## src/rtl/sensor_seq_pkg.sv

```systemverilog
// Shared encodings for the parking-lot sensor stimulus generator:
// FSM states, {a,b} line patterns per direction, and the hold-counter width.
package sensor_seq_pkg;

  localparam int CNT_W = 8;

  typedef enum logic [2:0] {
    IDLE = 3'd0,
    P1   = 3'd1,
    P2   = 3'd2,
    P3   = 3'd3,
    GAP  = 3'd4
  } state_t;

  // {a,b} patterns: a car entering breaks A first, a car leaving breaks B first.
  localparam logic [1:0] ENTER_P1 = 2'b10;
  localparam logic [1:0] ENTER_P2 = 2'b11;
  localparam logic [1:0] ENTER_P3 = 2'b01;
  localparam logic [1:0] EXIT_P1  = 2'b01;
  localparam logic [1:0] EXIT_P2  = 2'b11;
  localparam logic [1:0] EXIT_P3  = 2'b10;
  localparam logic [1:0] GAP_PAT  = 2'b00;

  function automatic logic [1:0] pattern(input state_t s, input logic entering);
    case (s)
      P1:      pattern = entering ? ENTER_P1 : EXIT_P1;
      P2:      pattern = entering ? ENTER_P2 : EXIT_P2;
      P3:      pattern = entering ? ENTER_P3 : EXIT_P3;
      default: pattern = GAP_PAT;
    endcase
  endfunction

endpackage

```

## src/rtl/sensor_seq_gen_phase_timer.sv

```systemverilog
// Loadable 8-bit down-counter timing each phase; expire is high while the count is 0.
module phase_timer
  import sensor_seq_pkg::*;
(
  input  logic             clk,
  input  logic             reset,
  input  logic             load,
  input  logic [CNT_W-1:0] load_val,
  output logic             expire
);

  logic [CNT_W-1:0] count;

  // NOTE: sequential state uses non-blocking assignments so every register
  // samples pre-edge values, independent of block ordering.
  always_ff @(posedge clk or negedge reset) begin
    if (!reset) begin
      count <= '0;
    end else if (load) begin
      count <= load_val;
    end else if (count != '0) begin
      count <= count - 1'b1;
    end
  end

  assign expire = (count == '0);

endmodule

```

## src/rtl/sensor_seq_gen.sv

```systemverilog
// Drives the a/b optical-barrier lines through an entering or exiting car pattern.
// Optional SENSOR_SEQ_GEN_ABORT_EN adds abort/aborted (car backing out mid-sequence).
module sensor_seq_gen
  import sensor_seq_pkg::*;
#(
  parameter int HOLD = 4
) (
  input  logic clk,
  input  logic reset,
  input  logic req_in,
  input  logic req_out,
  output logic ready,
  output logic done,
  output logic dir,
  output logic a,
  output logic b
`ifdef SENSOR_SEQ_GEN_ABORT_EN
  ,
  input  logic abort,
  output logic aborted
`endif
);

  localparam logic [CNT_W-1:0] HOLD_M1 = CNT_W'(HOLD - 1);

  state_t state;
  logic   expire;
  logic   start;
  logic   abort_hit;
  logic   load;

  assign start = (state == IDLE) && (req_in || req_out);

`ifdef SENSOR_SEQ_GEN_ABORT_EN
  logic was_aborted;
  assign abort_hit = abort && ((state == P1) || (state == P2));
`else
  assign abort_hit = 1'b0;
`endif

  // Every phase entry reloads the timer; leaving GAP for IDLE does not.
  assign load = start || abort_hit ||
                (expire && ((state == P1) || (state == P2) || (state == P3)));

  phase_timer u_timer (
    .clk      (clk),
    .reset    (reset),
    .load     (load),
    .load_val (HOLD_M1),
    .expire   (expire)
  );

  always_ff @(posedge clk or negedge reset) begin
    if (!reset) begin
      state  <= IDLE;
      a      <= 1'b0;
      b      <= 1'b0;
      ready  <= 1'b1;
      done   <= 1'b0;
      dir    <= 1'b0;
`ifdef SENSOR_SEQ_GEN_ABORT_EN
      was_aborted <= 1'b0;
      aborted     <= 1'b0;
`endif
    end else begin
      done <= 1'b0;
`ifdef SENSOR_SEQ_GEN_ABORT_EN
      aborted <= 1'b0;
`endif
      case (state)
        IDLE: begin
          if (start) begin
            state  <= P1;
            dir    <= req_in;
            ready  <= 1'b0;
            {a, b} <= pattern(P1, req_in);
`ifdef SENSOR_SEQ_GEN_ABORT_EN
            was_aborted <= 1'b0;
`endif
          end
        end
        P1: begin
`ifdef SENSOR_SEQ_GEN_ABORT_EN
          if (abort_hit) begin
            state       <= GAP;
            {a, b}      <= GAP_PAT;
            was_aborted <= 1'b1;
          end else if (expire) begin
            // A backed-out car re-shows P1 and then clears the barrier.
            state  <= was_aborted ? GAP : P2;
            {a, b} <= was_aborted ? GAP_PAT : pattern(P2, dir);
          end
`else
          if (expire) begin
            state  <= P2;
            {a, b} <= pattern(P2, dir);
          end
`endif
        end
        P2: begin
`ifdef SENSOR_SEQ_GEN_ABORT_EN
          if (abort_hit) begin
            state       <= P1;
            {a, b}      <= pattern(P1, dir);
            was_aborted <= 1'b1;
          end else
`endif
          if (expire) begin
            state  <= P3;
            {a, b} <= pattern(P3, dir);
          end
        end
        P3: begin
          if (expire) begin
            state  <= GAP;
            {a, b} <= GAP_PAT;
          end
        end
        GAP: begin
          if (expire) begin
            state <= IDLE;
            ready <= 1'b1;
            done  <= 1'b1;
`ifdef SENSOR_SEQ_GEN_ABORT_EN
            aborted <= was_aborted;
`endif
          end
        end
        default: begin
          state  <= IDLE;
          ready  <= 1'b1;
          {a, b} <= GAP_PAT;
        end
      endcase
    end
  end

endmodule

```

## config.mk

```make
export PLATFORM = sky130hd
export DESIGN_NAME = sensor_seq_gen
export DESIGN_NICKNAME = d
export VERILOG_FILES = /design/src/rtl/sensor_seq_pkg.sv /design/src/rtl/sensor_seq_gen_phase_timer.sv /design/src/rtl/sensor_seq_gen.sv
export SDC_FILE = /design/constraint.sdc
export NUM_CORES = 1
export LEC_CHECK = 0
export CORE_AREA = 4 4 53 55
export DETAILED_ROUTE_END_ITERATION = 7
export DIE_AREA = 0 0 57 59
export GPL_ROUTABILITY_DRIVEN = 0
export GPL_TIMING_DRIVEN = 0
export HOLD_SLACK_MARGIN = 0.03
export SLEW_MARGIN = 30
export SYNTH_ARGS = -nofsm -noshare
export SYNTH_HDL_FRONTEND = slang
export SYNTH_SLANG_ARGS = --single-unit
export TNS_END_PERCENT = 30
```

## constraint.sdc

```tcl
create_clock -name clk -period 2.3 [get_ports clk]
set_input_delay 0.23 -clock clk [delete_from_list [all_inputs] [get_ports clk]]
set_output_delay 0.23 -clock clk [all_outputs]
set_load 0.005 [all_outputs]
```

==> impl_results.md <==
* DR DRC count at 0
* Clock Path Buffers at 2
* Final Critical Period at 1858 ps
* Antenna Cells at 0
* DIE AREA at 3363 um2
* DR pass1 iterations at 4
* Fmax at 0.5382 GHz
* Post-CTS Setup Bufs at 0
* Row count at 18
* Port Buffer Count at 8
* Total Power at 1.383 mW
* CTS Buf Count at 3
* Setup Crit Path Kind: reg2reg
* Netlist cell types at 32
* Starting Density at 38.36%
* Core Area at 2387 um2
* RSZ-0062 raised after global routing: false
* Worst vdd ir at 0.0006803 V
* Worst slew pin tran at 725.6 ps
* CP endpoint kind: register
* Hold buffer count at cts at 0
* Die Span Y at 59 um
* Final Hold Fails at 0
* Sink Count at 16
* Via count at 746
* Post-synthesis register bit count at 16
* DR iter-0 viols at 16
* Total wire length at 1809 um
* Clk_lat worst skew at 280 ps
* Fin nets at 121
* Worst Path Arrival at 2030 ps
* Final setup fails at 0
* CTS root buf: clkbuf_4
* IO Count at 9
* First-pass GRT wire length at 3470 um
* Slowest CP cell: dfrtp_1
* Initial antenna violation count at 0
* Syn avg cell area at 8.979 um2
* P&R area growth vs syn at 16.80%
* PwrDens at 1293 nW/um2
* WP buf/inv at 1
* Final Skew at 4.534 ps
* Period utilization at 80.78%
* Post-route ant nets at 0
* WL/cell at 12.56 um
* Critical Path Start Type: register
* Routed vias/inst at 5.181
* Fill cells at 253
* Syn Inst Count at 102
* Largest stage delay on the critical path at 420 ps
* Netlist Area Pre-Place at 915.9 um2
* Sequential share of the synthesized area at 43.85%
* Number of global-route vias before repair at 759
* CP cell instances: inv_1, ha_1, nor3b_2, nand2_1, mux2i_1, or2_1
* Pin count of the biggest net entering global routing at 17
* Resize count post-CTS at 0
* Slew Limit Headroom at 51.47%
* Detailed placement HPWL at 1291 um
* Max-slew violation count at 0
* Leakage power at 0.4566 nW
* Die width at 57 um
* Worst-path maximum fanout at 6
* Post-synth net total at 108
* GRT Resource Usage Total at 13.32%
* Status: complete, no violations
* Delay-heaviest family, CP: simple AND/OR/NAND/NOR gates
* Overflow after GRT at 0
* Maxcap violations at 0
* H-tree depth at 1
* Required time worst endpoint at 2480 ps
* Worst-path clk slew at 100 ps
* Setup_tns at 0 ps
* Min-Delay Path Class: in2async
* Layout cells sized above 1 at 11.40%
* CTS tree: done
* Warnings, synthesis at 0
## placed cells by master (no fill, tap or decap), types with 3 or more instances in the layout
master / count
nand2_1: 7
nor2_1: 14
inv_1: 6
mux2i_1: 3
a21oi_1: 12
dfrtp_1: 15
o21ai_0: 4
buf_2: 3
clkbuf_4: 3
clkdlybuf4s50_1: 8
nor3_1: 9
## state kept, by name (all words and copies together), names as in the netlist
| signal | flops |
|---|---|
| state | 3 |
| u_timer.count | 8 |
| done | 1 |
| b | 1 |
| ready | 1 |
| dir | 1 |
| a | 1 |
## metal layers
layer  routed length, um  share of wire (%)  GRT usage (%)
met5                   0                  0              0
met4                  15               0.83          6.954
met3                  58                3.2          2.614
met2                 806                 45          19.90
met1                 929                 51          18.31
## report_power, final
part	switching [mW]	total, mW	internal [mW]
sequential	0.121	0.521	0.401
clock	0.0898	0.186	0.0963
combinational	0.353	0.676	0.322
## final timing paths
path,startpoint,endpoint,cells past startpoint,slack [ps]
max,u_timer.count[0]$_DFFE_PN0P_,u_timer.count[1]$_DFFE_PN0P_,6,440
min,reset,dir$_DFFE_PN0P_,1,370
max reg2reg,u_timer.count[0]$_DFFE_PN0P_,u_timer.count[1]$_DFFE_PN0P_,6,440
min reg2reg,ready$_DFFE_PN1P_,ready$_DFFE_PN1P_,2,550
max in group asynchronous,reset,u_timer.count[6]$_DFFE_PN0P_,1,1470
min in group clk,ready$_DFFE_PN1P_,ready$_DFFE_PN1P_,2,550
## area by class of cell
cell class                 instances  area, um2  area share, %
multi-input combinational         76      473.0          44.21
sequential                        16      401.6          37.54
timing repair buffer               8      80.08          7.485
tap                               30      37.54          3.509
clock buffer                       4      36.28          3.392
inverter                           6      22.52          2.105
buffer                             4      18.77          1.754
## synthesized netlist by cell type, drive strengths merged
master / number / share of area (%)
dfrtp: 15 / 41
nor2: 14 / 5.7
a21oi: 13 / 7.5
nor3: 10 / 6.7
nand2: 7 / 2.9
inv: 6 / 2.5
o21ai: 5 / 2.7
buf: 3 / 1.6
mux2i: 3 / 3.3
nor4: 3 / 4.4
a22o: 2 / 1.9
ha: 2 / 2.7
nand2b: 2 / 1.4
nand3: 2 / 1.1
or3b: 2 / 1.9
xnor2: 2 / 1.9
a221oi: 1 / 0.96
a31oi: 1 / 0.68
and2: 1 / 0.68
clkbuf: 1 / 0.41
dfstp: 1 / 2.9
nor2b: 1 / 0.68
nor3b: 1 / 1.4
o22ai: 1 / 0.68
o31ai: 1 / 0.82
o32ai: 1 / 0.96
or2: 1 / 0.68
## logic make-up after synthesis
kind of cell | count (synthesis) | share of synthesized area, %
fa+ha+maj | 2 | 2.732
flops | 16 | 43.85
simple gates | 44 | 27.46
buf+inv | 10 | 4.507
xor+xnor | 2 | 1.913
compound gates | 25 | 16.26
mux | 3 | 3.279
## metrics by stage
step           area [um2]  utilization, %  worst slack, ps  std cells  hold slack [ps]
2_1_floorplan       915.9               -            710.5        102           -65.59
3_3_place_gp         1033           43.29            431.3        140            523.5
3_5_place_dp         1033           43.29            459.3        140            531.3
4_1_cts              1070           44.81            441.8        144            390.7
5_1_grt              1070           44.81            295.3        144            416.5
6_report             1070           44.81            442.1        144            368.6
(Power assumes the default switching activity.)
